--- src/rtl/writeback_buffer.sv ---
// Writeback buffer: queues committed results and drains them to the scalar, CC and vector
// register files, one vector lane per cycle. Optional macro: WB_RETIRE_COUNT_EN.
module writeback_buffer #(
    parameter int unsigned REG_WIDTH     = 16,
    parameter int unsigned VREG_WIDTH    = 64,
    parameter int unsigned VREG_ID_WIDTH = 6,
    parameter int unsigned PC_WIDTH      = 16,
    parameter int unsigned FIFO_DEPTH    = 4,
    parameter int unsigned LANES         = 4
) (
    input  logic                          I_CLOCK,
    input  logic                          I_RST_N,
    input  logic                          I_LOCK,
    input  logic                          I_MEM_Valid,
    input  logic [PC_WIDTH-1:0]           I_PC,
    input  logic [3:0]                    I_DestRegIdx,
    input  logic [REG_WIDTH-1:0]          I_DestValue,
    input  logic                          I_RegWEn,
    input  logic [VREG_ID_WIDTH-1:0]      I_DestVRegIdx,
    input  logic [VREG_WIDTH-1:0]         I_VecDestValue,
    input  logic                          I_VRegWEn,
    input  logic [2:0]                    I_CCValue,
    input  logic                          I_CCWEn,
    input  logic                          I_GPUStallSignal,
    output logic                          O_WB_Stall,
    output logic                          O_RegWEn,
    output logic [3:0]                    O_RegIdx,
    output logic [REG_WIDTH-1:0]          O_RegData,
    output logic                          O_CCWEn,
    output logic [2:0]                    O_CCValue,
    output logic                          O_VLaneWEn,
    output logic [VREG_ID_WIDTH-1:0]      O_VRegIdx,
    output logic [$clog2(LANES)-1:0]      O_VLaneIdx,
    output logic [VREG_WIDTH/LANES-1:0]   O_VLaneData,
    output logic [15:0]                   O_PendingRegMask,
    output logic                          O_PendingCC,
    output logic                          O_Retire,
    output logic [PC_WIDTH-1:0]           O_RetirePC,
    output logic                          O_Overflow,
    output logic [15:0]                   O_RetireCount
);
    localparam int unsigned LANE_W = VREG_WIDTH / LANES;
    localparam int unsigned LIDX_W = $clog2(LANES);
    localparam int unsigned PTR_W  = $clog2(FIFO_DEPTH);
    localparam int unsigned CNT_W  = PTR_W + 1;

    typedef struct packed {
        logic [PC_WIDTH-1:0]      pc;
        logic                     reg_wen;
        logic [3:0]               reg_idx;
        logic [REG_WIDTH-1:0]     reg_data;
        logic                     cc_wen;
        logic [2:0]               cc_value;
        logic                     vreg_wen;
        logic [VREG_ID_WIDTH-1:0] vreg_idx;
        logic [VREG_WIDTH-1:0]    vec_data;
    } entry_t;

    typedef struct packed {
        logic                     reg_wen;
        logic [3:0]               reg_idx;
        logic [REG_WIDTH-1:0]     reg_data;
        logic                     cc_wen;
        logic [2:0]               cc_value;
        logic                     vlane_wen;
        logic [VREG_ID_WIDTH-1:0] vreg_idx;
        logic [LIDX_W-1:0]        lane_idx;
        logic [LANE_W-1:0]        lane_data;
        logic                     retire;
        logic [PC_WIDTH-1:0]      retire_pc;
    } wb_out_t;

    typedef enum logic {StIdle, StVlane} state_t;

    entry_t                fifo_q [FIFO_DEPTH];
    logic [FIFO_DEPTH-1:0] valid_q;
    logic [PTR_W-1:0]      wr_ptr_q, rd_ptr_q;
    logic [CNT_W-1:0]      count_q;
    state_t                state_q, state_d;
    logic [LIDX_W-1:0]     lane_q, lane_d;
    logic                  overflow_q;
    wb_out_t               out_q, out_d;

    entry_t head, new_entry;
    logic   full, offer, push, pop;

    assign head  = fifo_q[rd_ptr_q];
    assign full  = (count_q == CNT_W'(FIFO_DEPTH));
    assign offer = I_LOCK && I_MEM_Valid && (I_RegWEn || I_VRegWEn || I_CCWEn);
    assign push  = offer && !full;

    assign new_entry = '{pc: I_PC, reg_wen: I_RegWEn, reg_idx: I_DestRegIdx,
                         reg_data: I_DestValue, cc_wen: I_CCWEn, cc_value: I_CCValue,
                         vreg_wen: I_VRegWEn, vreg_idx: I_DestVRegIdx,
                         vec_data: I_VecDestValue};

    always_comb begin
        state_d = state_q;
        lane_d  = lane_q;
        pop     = 1'b0;
        out_d   = '0;
        unique case (state_q)
            StIdle: begin
                if (count_q != '0 && !I_GPUStallSignal) begin
                    out_d.reg_wen  = head.reg_wen;
                    out_d.reg_idx  = head.reg_wen ? head.reg_idx : '0;
                    out_d.reg_data = head.reg_wen ? head.reg_data : '0;
                    out_d.cc_wen   = head.cc_wen;
                    out_d.cc_value = head.cc_wen ? head.cc_value : '0;
                    if (head.vreg_wen) begin
                        out_d.vlane_wen = 1'b1;
                        out_d.vreg_idx  = head.vreg_idx;
                        out_d.lane_data = LANE_W'(head.vec_data);
                        state_d         = StVlane;
                        lane_d          = LIDX_W'(1);
                    end else begin
                        pop = 1'b1;
                    end
                end
            end
            StVlane: begin
                // The head stays queued (and visible to the scoreboard) until its last lane.
                if (!I_GPUStallSignal) begin
                    out_d.vlane_wen = 1'b1;
                    out_d.vreg_idx  = head.vreg_idx;
                    out_d.lane_idx  = lane_q;
                    out_d.lane_data = LANE_W'(head.vec_data >> (LANE_W * lane_q));
                    if (lane_q == LIDX_W'(LANES - 1)) begin
                        pop     = 1'b1;
                        state_d = StIdle;
                        lane_d  = '0;
                    end else begin
                        lane_d = lane_q + LIDX_W'(1);
                    end
                end
            end
            default: state_d = StIdle;
        endcase
        out_d.retire    = pop;
        out_d.retire_pc = pop ? head.pc : '0;
    end

    always_ff @(negedge I_CLOCK or negedge I_RST_N) begin
        if (!I_RST_N) begin
            for (int unsigned i = 0; i < FIFO_DEPTH; i++) fifo_q[i] <= '0;
            valid_q    <= '0;
            wr_ptr_q   <= '0;
            rd_ptr_q   <= '0;
            count_q    <= '0;
            state_q    <= StIdle;
            lane_q     <= '0;
            overflow_q <= 1'b0;
            out_q      <= '0;
        end else begin
            state_q <= state_d;
            lane_q  <= lane_d;
            out_q   <= out_d;
            if (offer && full) overflow_q <= 1'b1;
            if (pop) begin
                valid_q[rd_ptr_q] <= 1'b0;
                rd_ptr_q          <= rd_ptr_q + PTR_W'(1);
            end
            if (push) begin
                fifo_q[wr_ptr_q]  <= new_entry;
                valid_q[wr_ptr_q] <= 1'b1;
                wr_ptr_q          <= wr_ptr_q + PTR_W'(1);
            end
            case ({push, pop})
                2'b10:   count_q <= count_q + CNT_W'(1);
                2'b01:   count_q <= count_q - CNT_W'(1);
                default: count_q <= count_q;
            endcase
        end
    end

    always_comb begin
        O_PendingRegMask = '0;
        O_PendingCC      = 1'b0;
        for (int unsigned i = 0; i < FIFO_DEPTH; i++) begin
            if (valid_q[i] && fifo_q[i].reg_wen) O_PendingRegMask[fifo_q[i].reg_idx] = 1'b1;
            if (valid_q[i] && fifo_q[i].cc_wen) O_PendingCC = 1'b1;
        end
    end

    assign O_WB_Stall  = full;
    assign O_Overflow  = overflow_q;
    assign O_RegWEn    = out_q.reg_wen;
    assign O_RegIdx    = out_q.reg_idx;
    assign O_RegData   = out_q.reg_data;
    assign O_CCWEn     = out_q.cc_wen;
    assign O_CCValue   = out_q.cc_value;
    assign O_VLaneWEn  = out_q.vlane_wen;
    assign O_VRegIdx   = out_q.vreg_idx;
    assign O_VLaneIdx  = out_q.lane_idx;
    assign O_VLaneData = out_q.lane_data;
    assign O_Retire    = out_q.retire;
    assign O_RetirePC  = out_q.retire_pc;

`ifdef WB_RETIRE_COUNT_EN
    logic [15:0] retire_cnt_q;

    always_ff @(negedge I_CLOCK or negedge I_RST_N) begin
        if (!I_RST_N) begin
            retire_cnt_q <= '0;
        end else if (pop) begin
            retire_cnt_q <= retire_cnt_q + 16'd1;
        end
    end

    assign O_RetireCount = retire_cnt_q;
`else
    assign O_RetireCount = '0;
`endif

endmodule

--- config.mk ---
export PLATFORM = sky130hd
export DESIGN_NAME = writeback_buffer
export DESIGN_NICKNAME = d
export VERILOG_FILES = /design/src/rtl/writeback_buffer.sv
export SDC_FILE = /design/constraint.sdc
export NUM_CORES = 1
export LEC_CHECK = 0
export ABC_CLOCK_PERIOD_IN_PS = 8100
export CAP_MARGIN = 20
export CELL_PAD_IN_SITES_DETAIL_PLACEMENT = 0
export CELL_PAD_IN_SITES_GLOBAL_PLACEMENT = 2
export CORE_MARGIN = 4
export CORE_UTILIZATION = 34
export CTS_BUF_LIST = sky130_fd_sc_hd__clkbuf_8 sky130_fd_sc_hd__clkbuf_16
export CTS_CLUSTER_DIAMETER = 30
export DETAILED_ROUTE_END_ITERATION = 7
export PLACE_DENSITY = 0.68
export SLEW_MARGIN = 20
export SYNTH_ARGS = -nofsm -noshare
export SYNTH_HDL_FRONTEND = slang
export SYNTH_SLANG_ARGS = --single-unit
--- constraint.sdc ---
create_clock -name I_CLOCK -period 8.1 [get_ports I_CLOCK]
set_input_delay 2.025 -clock I_CLOCK [delete_from_list [all_inputs] [get_ports I_CLOCK]]
set_output_delay 2.025 -clock I_CLOCK [all_outputs]
set_load 0.02 [all_outputs]
# Yosys cells after proc, flatten, opt, wreduce, memory -nomap -nowiden
# Cells that the tools add are included.
# W data, S select, Z words.
[totals] ff_bits=530 output_inout_bits=102
[op_classes] n_addsub=5 magnitude_cmp=15 eq_ne=7 n_shift=1 mux=57 n_bitwise=9 n_reduce_logical=27
[ops] cell="$bwmux W448" n=1
[ops] cell="$mux W112" n=3
[ops] cell="$bmux W112 S2" n=1
[ops] cell="$demux W112 S2" n=1
[ops] cell="$mux W16" n=8
[ops] cell="$shr A64 B6 Y16" n=1
[ops] cell="$mux W25" n=2
[ops] cell="$or A16 B16 Y16" n=3
[ops] cell="$mux W32" n=1
[ops] cell="$pmux W16 S2" n=1
[ops] cell="$logic_and A1 B1 Y1" n=20
[ops] cell="$lt A4 B5 Y1 const B" n=4
[ops] cell="$mux W1" n=18
[ops] cell="$demux W1 S4" n=4
[ops] cell="$ge A4 B1 Y1 const B" n=4
[ops] cell="$pmux W7 S2" n=1
[ops] cell="$mux W4" n=3
[ops] cell="$mux W2" n=5
[ops] cell="$mux W7" n=1
[ops] cell="$add A2 B1 Y2 const B" n=3
[ops] cell="$ge A3 B3 Y1 const B" n=2
[ops] cell="$lt A2 B3 Y1 const B" n=2
[ops] cell="$ne A2 B2 Y1 const B" n=3
[ops] cell="$not A2 Y3" n=2
[ops] cell="other kinds (21)" n=27

# Depth between registers and ports, before layout
# Gate-level depths: netlist (run 1).
[depth] word_depth=11 depth_mapped=11 ltp_nobuf=11

==> Flow_metrics.wiki, run 1 <==
{| class="wikitable"
! Metric !! Value
|-
| Power per Cell Area || 448 nW/um^2
|-
| Async S/R FF share, synth || 1.00
|-
| Pin slew with the least headroom to its limit || 1050 ps
|-
| Hold Vio Cnt, Final || 0
|-
| Max capacitance violation total || 0
|-
| Final total power || 14.1 mW
|-
| Synthesized instance count || 1543
|-
| Master cell of the clock root buffer || sky130_fd_sc_hd__clkbuf_16
|-
| Die ar. || 73800 um^2
|-
| Total cell area at the placement stage || 27100 um^2
|-
| Layout cell share with drive strength beyond 1 || 0.452
|-
| Grt total ovfl || 0
|-
| Failing checks || setup timing
|-
| TritonCTS clock tree || done
|-
| Setup violators final || 1
|-
| Path category of the worst min-delay check || reg -> reg
|-
| Leakage || 13.9 nW
|-
| Worst slew margin relative to its limit || 0.298
|-
| Kind of end point of the critical path || primary output
|-
| Number of DRC markers after the initial detailed-route iteration || 571
|-
| Leading cell type in the layout, fill and taps excluded || sky130_fd_sc_hd__dfrtn_1
|-
| Sequential element share of the synthesized area || 0.561
|-
| Largest driver fanout on the critical path || 5
|-
| Final cell count without fillers || 2908
|-
| Max Clock Skew || 17.5 ps
|-
| Count of input and output buffers || 202
|-
| Unrepaired setup endpoints after global routing || yes
|-
| Final slew viol count || 0
|-
| Mean area per synthesized cell || around 15 um^2
|-
| DRC violation count after routing || 0
|-
| Number of cell rows || 96
|-
| Dominant synthesized flop cell || sky130_fd_sc_hd__dfrtn_1
|-
| Most area-hungry cell type in the Yosys netlist || sky130_fd_sc_hd__dfrtn_1
|-
| Number of CTS-inserted buffers || 118
|-
| Largest net degree at the start of global routing || 110
|-
| Post-synthesis register bit count || 530
|-
| First drt pass iteration count || 5
|-
| Startpoint type of the worst setup path || flop
|-
| Smallest setup slack after layout || -17.8 ps
|-
| Data arrival time of the critical path || roughly 6100 ps
|-
| Netlist Area Pre-Place || 23600 um^2
|-
| Post-synthesis to final-layout area growth || 33.2%
|-
| Initial Util || 0.344
|-
| Net count of the finished layout || 2002
|-
| Number of filler cells placed in the layout || between 6000 and 7000
|-
| Kind of critical path || reg -> out
|-
| H-tree depth || 3
|-
| Status || complete, but fails checks
|-
| VDD IR max || 0.000243 V
|-
| Via count || 14200
|-
| Number of sinks driven by the clock tree || 530
|-
| YS warnings || 0
|-
| Io pins || 219
|-
| Area of the core || 68800 um^2
|-
| Placed cell count || 2665
|-
| Buffers from clock root to sink, at most || 3
|-
| Unique cell type count in the Yosys netlist || 54
|-
| GPL Wtd Cong || 0.823
|-
| Total length of routed wires || ~62 mm
|-
| Post-Layout Inst Area || approximately 31000 um^2
|-
| Required time at the endpoint of the critical path || 6080 ps
|-
| Die Y || 272 um
|-
| Clock latency at the later pin of the worst-skew pair || 610 ps
|-
| Remaining number of nets flagged by the antenna check after routing || 0
|-
| Max stage delay cell, worst path || sky130_fd_sc_hd__dfrtn_1
|-
| Maximum single-stage delay on the critical path || 400 ps
|-
| Number of enable-type register cells in the synthesized netlist || 0
|-
| Area share of the largest cell type after synthesis || 0.561
|-
| Most used cells in the layout excluding fill and tap cells || sky130_fd_sc_hd__dfrtn_1, sky130_fd_sc_hd__mux2_2, sky130_fd_sc_hd__clkdlybuf4s50_1
|-
| Per-cell routed wire length || 21.4 um
|-
| Vias in the first global route || about 16000
|-
| Die width || between 200 and 300 um
|-
| Critical Path Most Common Cell || sky130_fd_sc_hd__buf_4
|-
| Antenna violations before repair || 10
|-
| Placed wire-length estimate after detailed placement || 39.9 mm
|-
| Ranking of synthesized cells by area || sky130_fd_sc_hd__dfrtn_1, sky130_fd_sc_hd__mux2_2, sky130_fd_sc_hd__mux4_2
|-
| GRT Total Usage || 0.170
|-
| Final core utilization || 0.458
|-
| Detailed-route vias per instance || 4.90
|-
| Hold_ws || 437 ps
|-
| Clk slew on worst S/H paths || 30 ps
|-
| Wire length of the first global-routing pass || 97.6 mm
|-
| Series of cell instances along the critical path || buf_4, nand4b_1, buf_4, o22ai_2, a221o_1, buf_6
|}
-- final cells by class --
type	instances	area, um^2	area share
Antenna cell	5	12.5	0.000397
Clock buffer	141	3290	0.105
Clock inverter	77	938	0.0298
Inverter	22	82.6	0.00262
Multi-Input combinational cell	898	9700	0.308
Sequential cell	530	13300	0.421
Tap cell	931	1160	0.0370
Timing Repair Buffer	304	3040	0.0966
-- metrics by stage --
step           TNS, ps  setup WS, ps
3_5_place_dp    -41740          -151
6_report         -17.8         -17.8
3_3_place_gp    -32990          -153
5_1_grt           -171         -98.0
4_1_cts           -210          -107
2_1_floorplan        0           240
-- kinds of logic after synthesis --
kind of cell    Yosys count  synth area share
compound gates           74            0.0253
xor+xnor                  5           0.00185
fa+ha+maj                11           0.00614
buf+inv                 130            0.0371
flops                   530             0.561
mux                     592             0.324
other cells               1          0.000159
simple gates            200            0.0449
-- worst max-delay path: cells and delay by family (launching register included) --
kind                   cells  cell delay, ps
flip-flops                 1             400
buffers and inverters      3             500
AND/OR/NAND/NOR            1             250
AO/OA/AOI/OAI              2             300
-- timing repair --
item,CTS,global route
hold buffers,0,0
pin swaps,0,6
setup endpoints to repair,18,13
buffers inserted,10,10
resized for setup,76,31
-- flip-flops by register name, summed over array words and instances, names as in the netlist, 2 cells and up --
name,count
O_CCValue,3
O_RegData,16
O_RegIdx,4
O_RetirePC,16
O_VLaneData,16
O_VLaneIdx,2
O_VRegIdx,6
count_q,3
fifo_q,448
lane_q,2
rd_ptr_q,2
valid_q,4
wr_ptr_q,2
-- synth_stat cells, types with 4 or more instances --
| cell | n |
|---|---|
| sky130_fd_sc_hd__o21ai_2 | 4 |
| sky130_fd_sc_hd__mux2i_1 | 41 |
| sky130_fd_sc_hd__nand3_1 | 29 |
| sky130_fd_sc_hd__nor2_1 | 13 |
| sky130_fd_sc_hd__nand2_2 | 4 |
| sky130_fd_sc_hd__mux2_2 | 439 |
| sky130_fd_sc_hd__and2_1 | 5 |
| sky130_fd_sc_hd__nor2b_1 | 29 |
| sky130_fd_sc_hd__o221ai_1 | 11 |
| sky130_fd_sc_hd__nor3_1 | 8 |
| sky130_fd_sc_hd__mux4_2 | 92 |
| sky130_fd_sc_hd__ha_1 | 10 |
| sky130_fd_sc_hd__buf_4 | 28 |
| sky130_fd_sc_hd__mux2_1 | 19 |
| sky130_fd_sc_hd__buf_6 | 33 |
| sky130_fd_sc_hd__dfrtn_1 | 530 |
| sky130_fd_sc_hd__clkbuf_1 | 15 |
| sky130_fd_sc_hd__nand4_1 | 9 |
| sky130_fd_sc_hd__nand2b_1 | 7 |
| sky130_fd_sc_hd__and3_1 | 23 |
| sky130_fd_sc_hd__inv_1 | 22 |
| sky130_fd_sc_hd__nand2_1 | 60 |
| sky130_fd_sc_hd__buf_2 | 29 |
| sky130_fd_sc_hd__a22oi_1 | 32 |
-- where the power goes --
part | switching, mW | internal (mW) | leakage (nW)
registers | 0.644 | 4.02 | 6.51
clock network | 1.50 | 3.46 | 2.11
logic | 2.00 | 2.49 | 5.24
total | 4.15 | 9.97 | 13.9
-- routing by layer --
| layer | routed length (um) | vias up | global-route usage |
|---|---|---|---|
| li1 | - | 6380 | - |
| met1 | 25700 | 7437 | 0.209 |
| met2 | 31500 | 298 | 0.294 |
| met3 | 3540 | 116 | 0.0457 |
| met4 | 1300 | 10 | 0.0482 |
| met5 | 62 | - | 0 |
-- final timing paths --
check / startpoint / depth (start not counted) / end / slack, ps
worst max-delay path: valid_q[0]$_DFF_NN0_ / 6 / O_PendingRegMask[7] / -20
min in group asynchronous: I_RST_N / 1 / fifo_q[303]$_DFFE_NN0P_ / 5310
worst min-delay path: count_q[0]$_DFFE_NN0P_ / 1 / count_q[0]$_DFFE_NN0P_ / 440
max in group asynchronous: I_RST_N / 2 / fifo_q[261]$_DFFE_NN0P_ / 1890
worst min register to register: count_q[0]$_DFFE_NN0P_ / 1 / count_q[0]$_DFFE_NN0P_ / 440
worst max register to register: rd_ptr_q[0]$_DFFE_NN0N_ / 6 / O_VLaneData[10]$_DFF_NN0_ / 4980
(Power assumes the default switching activity.)
==> run 2, diff against run 1 <==
--- a/config.mk
+++ b/config.mk
@@ -10,4 +10,5 @@
 export CELL_PAD_IN_SITES_DETAIL_PLACEMENT = 0
 export CELL_PAD_IN_SITES_GLOBAL_PLACEMENT = 2
+export CORE_ASPECT_RATIO = 1.2
 export CORE_MARGIN = 4
 export CORE_UTILIZATION = 34
==> constraint.sdc (replaced) <==
create_clock -name I_CLOCK -period 8.1 [get_ports I_CLOCK]
set_input_delay 1.62 -clock I_CLOCK [delete_from_list [all_inputs] [get_ports I_CLOCK]]
set_output_delay 1.62 -clock I_CLOCK [all_outputs]
set_load 0.02 [all_outputs]
==> run 2 against run 1 <==
  * The run now ends clean
  * Critical path depth is 2 lower
  * Register-to-register slack better by 210 ps
  * Core utilization decreased by 0.33 points
  * Die area about the same
  * Non-clock buffer count fell by 41
  * Count of clock-buffer cells in the layout decreased by 1
  * Sequential power barely moved
  * Sequential cell count stayed put
  * Setup slack gained 130 ps
  * Critical path type unchanged
  * Largest power group unchanged
==> Flow_metrics.wiki, run 2 (synthesis results as in run 1) <==
{| class="wikitable"
! Metric !! Value
|-
| Die ar. || 73800 um^2
|-
| Master cell of the clock root buffer || sky130_fd_sc_hd__clkbuf_16
|-
| Leading cell type in the layout, fill and taps excluded || sky130_fd_sc_hd__dfrtn_1
|-
| Clock latency at the later pin of the worst-skew pair || 620 ps
|-
| Number of DRC markers after the initial detailed-route iteration || 452
|-
| TritonCTS clock tree || done
|-
| Status || complete, no violations
|-
| Hold Path Stages || 1
|-
| Endpoint of the worst register-to-register path || O_CCValue[2]$_DFF_NN0_
|-
| Worst slew margin relative to its limit || 0.316
|-
| Detailed-route vias per instance || 5.00
|-
| Data arrival time of the critical path || about 6400 ps
|-
| Remaining number of nets flagged by the antenna check after routing || 0
|-
| Die Y || 297 um
|-
| Required time at the endpoint of the critical path || 6480 ps
|-
| Number of CTS-inserted buffers || 120
|-
| Unrepaired setup endpoints after global routing || no
|-
| Most flop-heavy register || fifo_q
|-
| Hold Vio Cnt, Final || 0
|-
| Total negative slack || 0 ps
|-
| Net count of the finished layout || 1963
|-
| Final slew viol count || 0
|-
| Die width || 249 um
|-
| First drt pass iteration count || 5
|-
| Startpoint type of the worst setup path || flop
|-
| Total length of routed wires || 61.6 mm
|-
| Largest driver fanout on the critical path || 6
|-
| Initial Util || 0.344
|-
| GRT Total Usage || 0.166
|-
| Max Clock Skew || between 15 and 20 ps
|-
| Antenna violations before repair || 8
|-
| Max capacitance violation total || 0
|-
| Power per Cell Area || roughly 450 nW/um^2
|-
| DRC violation count after routing || 0
|-
| Io pins || 219
|-
| Grt total ovfl || 0
|-
| Via count || 14300
|-
| Pin slew with the least headroom to its limit || 1020 ps
|-
| H-tree depth || 3
|-
| Worst Hold Path EP || O_Overflow$_DFFE_NN0P_
|-
| Count of input and output buffers || 202
|-
| Path category of the worst min-delay check || reg -> reg
|-
| RR Startpoint || rd_ptr_q[0]$_DFFE_NN0N_
|-
| VDD IR max || around 0.00027 V
|-
| Largest net degree at the start of global routing || 110
|-
| Hold_ws || roughly 420 ps
|-
| GPL Wtd Cong || between 0.8 and 0.9
|-
| Area of the core || 68700 um^2
|-
| Kind of end point of the critical path || primary output
|-
| Leakage || about 14 nW
|-
| Number of cell rows || 105
|-
| Placed wire-length estimate after detailed placement || 39.3 mm
|-
| Kind of critical path || reg -> out
|-
| Max FFs per register || around 450
|-
| Cell depth of the worst flop-to-flop path || 4
|-
| Number of sinks driven by the clock tree || 530
|-
| Most used cells in the layout excluding fill and tap cells || sky130_fd_sc_hd__dfrtn_1, sky130_fd_sc_hd__mux2_2, sky130_fd_sc_hd__clkdlybuf4s50_1
|-
| Wire length of the first global-routing pass || 96.8 mm
|-
| Layout cell share with drive strength beyond 1 || 0.428
|-
| Clk slew on worst S/H paths || about 40 ps
|-
| Setup violators final || 0
|-
| Register-to-register setup slack || just over 5000 ps
|-
| Buffers from clock root to sink, at most || 3
|-
| Vias in the first global route || 16200
|-
| Worst Min Path Start || O_Overflow$_DFFE_NN0P_
|-
| Post-synthesis to final-layout area growth || 32.0%
|-
| Number of buffers inserted for hold repair after clock tree synthesis || 0
|-
| Per-cell routed wire length || 21.6 um
|}
## run 2: routing by layer
layer | global-route usage | wire length (um) | vias to the layer above
li1 | - | - | 6318
met1 | 0.191 | 24400 | 7475
met2 | 0.302 | 32500 | 352
met3 | 0.0420 | 3180 | 122
met4 | 0.0546 | 1450 | 10
met5 | 0 | 74 | -
## run 2: worst max-delay path: stages (launching register included)
cell and delay (ps):
sky130_fd_sc_hd__dfrtn_1 500, sky130_fd_sc_hd__nand4b_1 280, sky130_fd_sc_hd__buf_4 230, sky130_fd_sc_hd__o311ai_1 310, sky130_fd_sc_hd__dlygate4sd2_1 380
## run 2: power breakdown
| part | switching [mW] | internal (mW) | leakage [nW] |
|---|---|---|---|
| clock | 1.60 | 3.47 | 2.13 |
| sequential | 0.674 | 4.02 | 6.51 |
| combinational | 1.93 | 2.41 | 5.10 |
| total | 4.21 | 9.90 | 13.7 |
## run 2: worst max-delay path by stage
| stage | start | to | slack, ps | depth (start not counted) |
|---|---|---|---|---|
| floorplan | I_GPUStallSignal | count_q[2]$_DFFE_NN0P_ | 650 | 9 |
| global placement | I_VRegWEn | count_q[2]$_DFFE_NN0P_ | 110 | 10 |
| detailed placement | I_VRegWEn | count_q[2]$_DFFE_NN0P_ | 150 | 10 |
| CTS | fifo_q[429]$_DFFE_NN0P_ | O_PendingRegMask[7] | 2 | 4 |
| global route | fifo_q[431]$_DFFE_NN0P_ | O_PendingRegMask[0] | 10 | 4 |
| finish | fifo_q[431]$_DFFE_NN0P_ | O_PendingRegMask[4] | 120 | 4 |
## run 2: layout make-up
class                           instances  area (um^2)
Antenna cell                            3         7.51
Clock buffer                          140         3280
Clock inverter                         88         1070
Fill cell                            6065        37500
Inverter                               22         82.6
Multi-Input combinational cell        898         9630
Sequential cell                       530        13300
Tap cell                              909         1140
Timing Repair Buffer                  263         2750
## run 2: timing repair
action,CTS,global route
pin swaps,1,2
gates resized for setup,14,5
setup endpoints to repair,16,5
buffers inserted,8,2
## run 2: metrics by stage
| stage | cells | cell area, um^2 | setup slack [ps] | util | power [mW] |
|---|---|---|---|---|---|
| after floorplan | 1558 | 23700 | 645 | - | 7.70 |
| final | 2853 | 31200 | 116 | 0.454 | 14.1 |
| after global placement | 2612 | 26800 | 112 | 0.390 | 8.99 |
| after detailed placement | 2612 | 26800 | 147 | 0.390 | 9.15 |
| after CTS | 2848 | 31200 | 1.75 | 0.454 | 14.3 |
| after global routing | 2851 | 31200 | 9.76 | 0.454 | 14.9 |
==> run 3, diff against run 2 <==
Settings changed: GPL_TIMING_DRIVEN set to 0.
==> run 3 against run 2 <==
  * Sequential power about the same
  * Clock skew shrank 1.8 ps
  * Count of clock-buffer cells in the layout increased by 10
  * Final area increased by 0.38%
  * Sequential share of layout area is 0.16 points lower
  * Die area is the same
  * Critical path type unchanged
  * Largest cell class unchanged
  * Largest power group unchanged
  * Highest routed layer unchanged
==> Flow_metrics.wiki, run 3 (synthesis results as in run 1) <==
{| class="wikitable"
! Metric !! Value
|-
| Status || complete, no violations
|-
| DRC violation count after routing || 0
|-
| First drt pass iteration count || 4
|-
| Wire length of the first global-routing pass || 102 mm
|-
| Vias in the first global route || 16400
|-
| Total negative slack || 0 ps
|-
| Max capacitance violation total || 0
|-
| VDD IR max || about 0.00022 V
|-
| Clock latency at the later pin of the worst-skew pair || a little over 600 ps
|-
| Layout cell share with drive strength beyond 1 || 0.438
|-
| Required time at the endpoint of the critical path || 6480 ps
|-
| Number of sinks driven by the clock tree || 530
|-
| Antenna violations before repair || 7
|-
| Data arrival time of the critical path || 6390 ps
|-
| Io pins || 219
|-
| Startpoint type of the worst setup path || flop
|-
| Initial Util || 0.344
|-
| Final slew viol count || 0
|-
| Die ar. || around 74000 um^2
|-
| Kind of end point of the critical path || primary output
|-
| Number of CTS-inserted buffers || 119
|-
| Count of input and output buffers || just over 200
|-
| Hold Vio Cnt, Final || 0
|-
| Area of the core || about 69000 um^2
|-
| Die Y || 297 um
|-
| Placed wire-length estimate after detailed placement || 46.2 mm
|-
| Power per Cell Area || 449 nW/um^2
|-
| Die width || approximately 250 um
|-
| Largest driver fanout on the critical path || 7
|-
| Leakage || 13.9 nW
|-
| Placed cell count || 2675
|-
| Leading cell type in the layout, fill and taps excluded || sky130_fd_sc_hd__dfrtn_1
|-
| H-tree depth || 3
|-
| Path category of the worst min-delay check || reg -> reg
|-
| Max FFs per register || about 450
|-
| Grt total ovfl || 0
|-
| Pin slew with the least headroom to its limit || roughly 1100 ps
|-
| Remaining number of nets flagged by the antenna check after routing || 0
|-
| Number of DRC markers after the initial detailed-route iteration || a little over 600
|-
| Number of cell rows || 105
|-
| Number of buffers inserted for hold repair after clock tree synthesis || 0
|-
| Setup violators final || 0
|-
| Buffers from clock root to sink, at most || 3
|-
| Kind of critical path || reg -> out
|-
| GRT Total Usage || 0.180
|-
| Most flop-heavy register || fifo_q
|-
| Number of filler cells placed in the layout || 6123
|-
| Master cell of the clock root buffer || sky130_fd_sc_hd__clkbuf_16
|-
| TritonCTS clock tree || done
|-
| Clk slew on worst S/H paths || 30 ps
|-
| Per-cell routed wire length || between 20 and 25 um
|-
| Largest net degree at the start of global routing || 100
|-
| Detailed-route vias per instance || 5.02
|-
| Total length of routed wires || 66.4 mm
|-
| Final cell count without fillers || 2917
|-
| Max Clock Skew || 13.5 ps
|-
| Unrepaired setup endpoints after global routing || no
|-
| Via count || 14600
|-
| Net count of the finished layout || 2033
|-
| GPL Wtd Cong || about 0.85
|-
| Most used cells in the layout excluding fill and tap cells || sky130_fd_sc_hd__dfrtn_1, sky130_fd_sc_hd__mux2_2, sky130_fd_sc_hd__clkdlybuf4s50_1
|-
| Worst slew margin relative to its limit || 0.263
|-
| Post-synthesis to final-layout area growth || 32.5%
|-
| Final core utilization || 0.456
|}
## run 3: cell types whose count changed in the layout (fill, tap and decap cells not counted), sizes merged
cell / previous run / this run
clkbuf: 140 / 163
buf: 62 / 120
bufinv: 18 / 12
clkdlybuf4s50: 185 / 186
clkinvlp: 18 / 12
dlymetal6s2s: 3 / 2
clkinv: 35 / 30
## run 3: report_power, final
group / internal, mW / switching [mW]
logic: 2.47 / 2.10
clock network: 3.32 / 1.49
registers: 4.02 / 0.678
## run 3: critical path, cell delays in order, from the launching register on
cell	delay (ps)
sky130_fd_sc_hd__dfrtn_1	560
sky130_fd_sc_hd__nand4b_1	240
sky130_fd_sc_hd__o22ai_1	100
sky130_fd_sc_hd__a221o_1	280
sky130_fd_sc_hd__clkdlybuf4s50_1	550
## run 3: worst paths after layout
path	from	end	slack [ps]	cells after the start
setup / recovery	fifo_q[91]$_DFFE_NN0P_	O_PendingRegMask[6]	90	4
hold / removal	O_Overflow$_DFFE_NN0P_	O_Overflow$_DFFE_NN0P_	420	1
setup reg to reg	rd_ptr_q[0]$_DFFE_NN0N_	count_q[2]$_DFFE_NN0P_	5100	11
hold reg to reg	O_Overflow$_DFFE_NN0P_	O_Overflow$_DFFE_NN0P_	420	1
max in group asynchronous	I_RST_N	fifo_q[237]$_DFFE_NN0P_	1430	5
min in group asynchronous	I_RST_N	O_RegData[4]$_DFF_NN0_	4730	1
## run 3: cell type report
cell class	count	area (um^2)	share of cell area
clock inverters	71	719	0.0230
plain buffers	106	787	0.0251
clock buffers	150	3420	0.109
inverters	22	82.6	0.00264
repair buffers	228	2330	0.0743
diodes	3	7.51	0.000240
multi-input cells	898	9600	0.306
well taps	909	1140	0.0363
flip-flops and latches	530	13300	0.423
## run 3: per-stage QoR
| step | cell area, um^2 | power, mW | hold WS (ps) | worst slack, ps |
|---|---|---|---|---|
| after floorplan | 23700 | 7.70 | 415 | 645 |
| after CTS | 31200 | 14.2 | 433 | 7.52 |
| final | 31300 | 14.1 | 423 | 94.0 |
| after global routing | 31300 | 14.8 | 449 | 2.90 |
| after global placement | 26900 | 9.20 | 423 | -21390 |
| after detailed placement | 27000 | 9.34 | 430 | -214 |
## run 3: metal layers
metal  GRT usage  wire [um]  part of all wire  vias up
met5           0         55           0.00083        -
met4      0.0573       1740             0.026        8
met3      0.0401       3050             0.046      130
met2       0.315      34200              0.51      387
met1       0.221      27400              0.41     7665
li1            -          -                 -     6452
## run 3: timing repair
item,4_1_cts,5_1_grt
gates resized for setup,17,5
pin swaps,0,4
buffers inserted,4,16
endpoints found under the setup margin,16,4
gates cloned,0,0
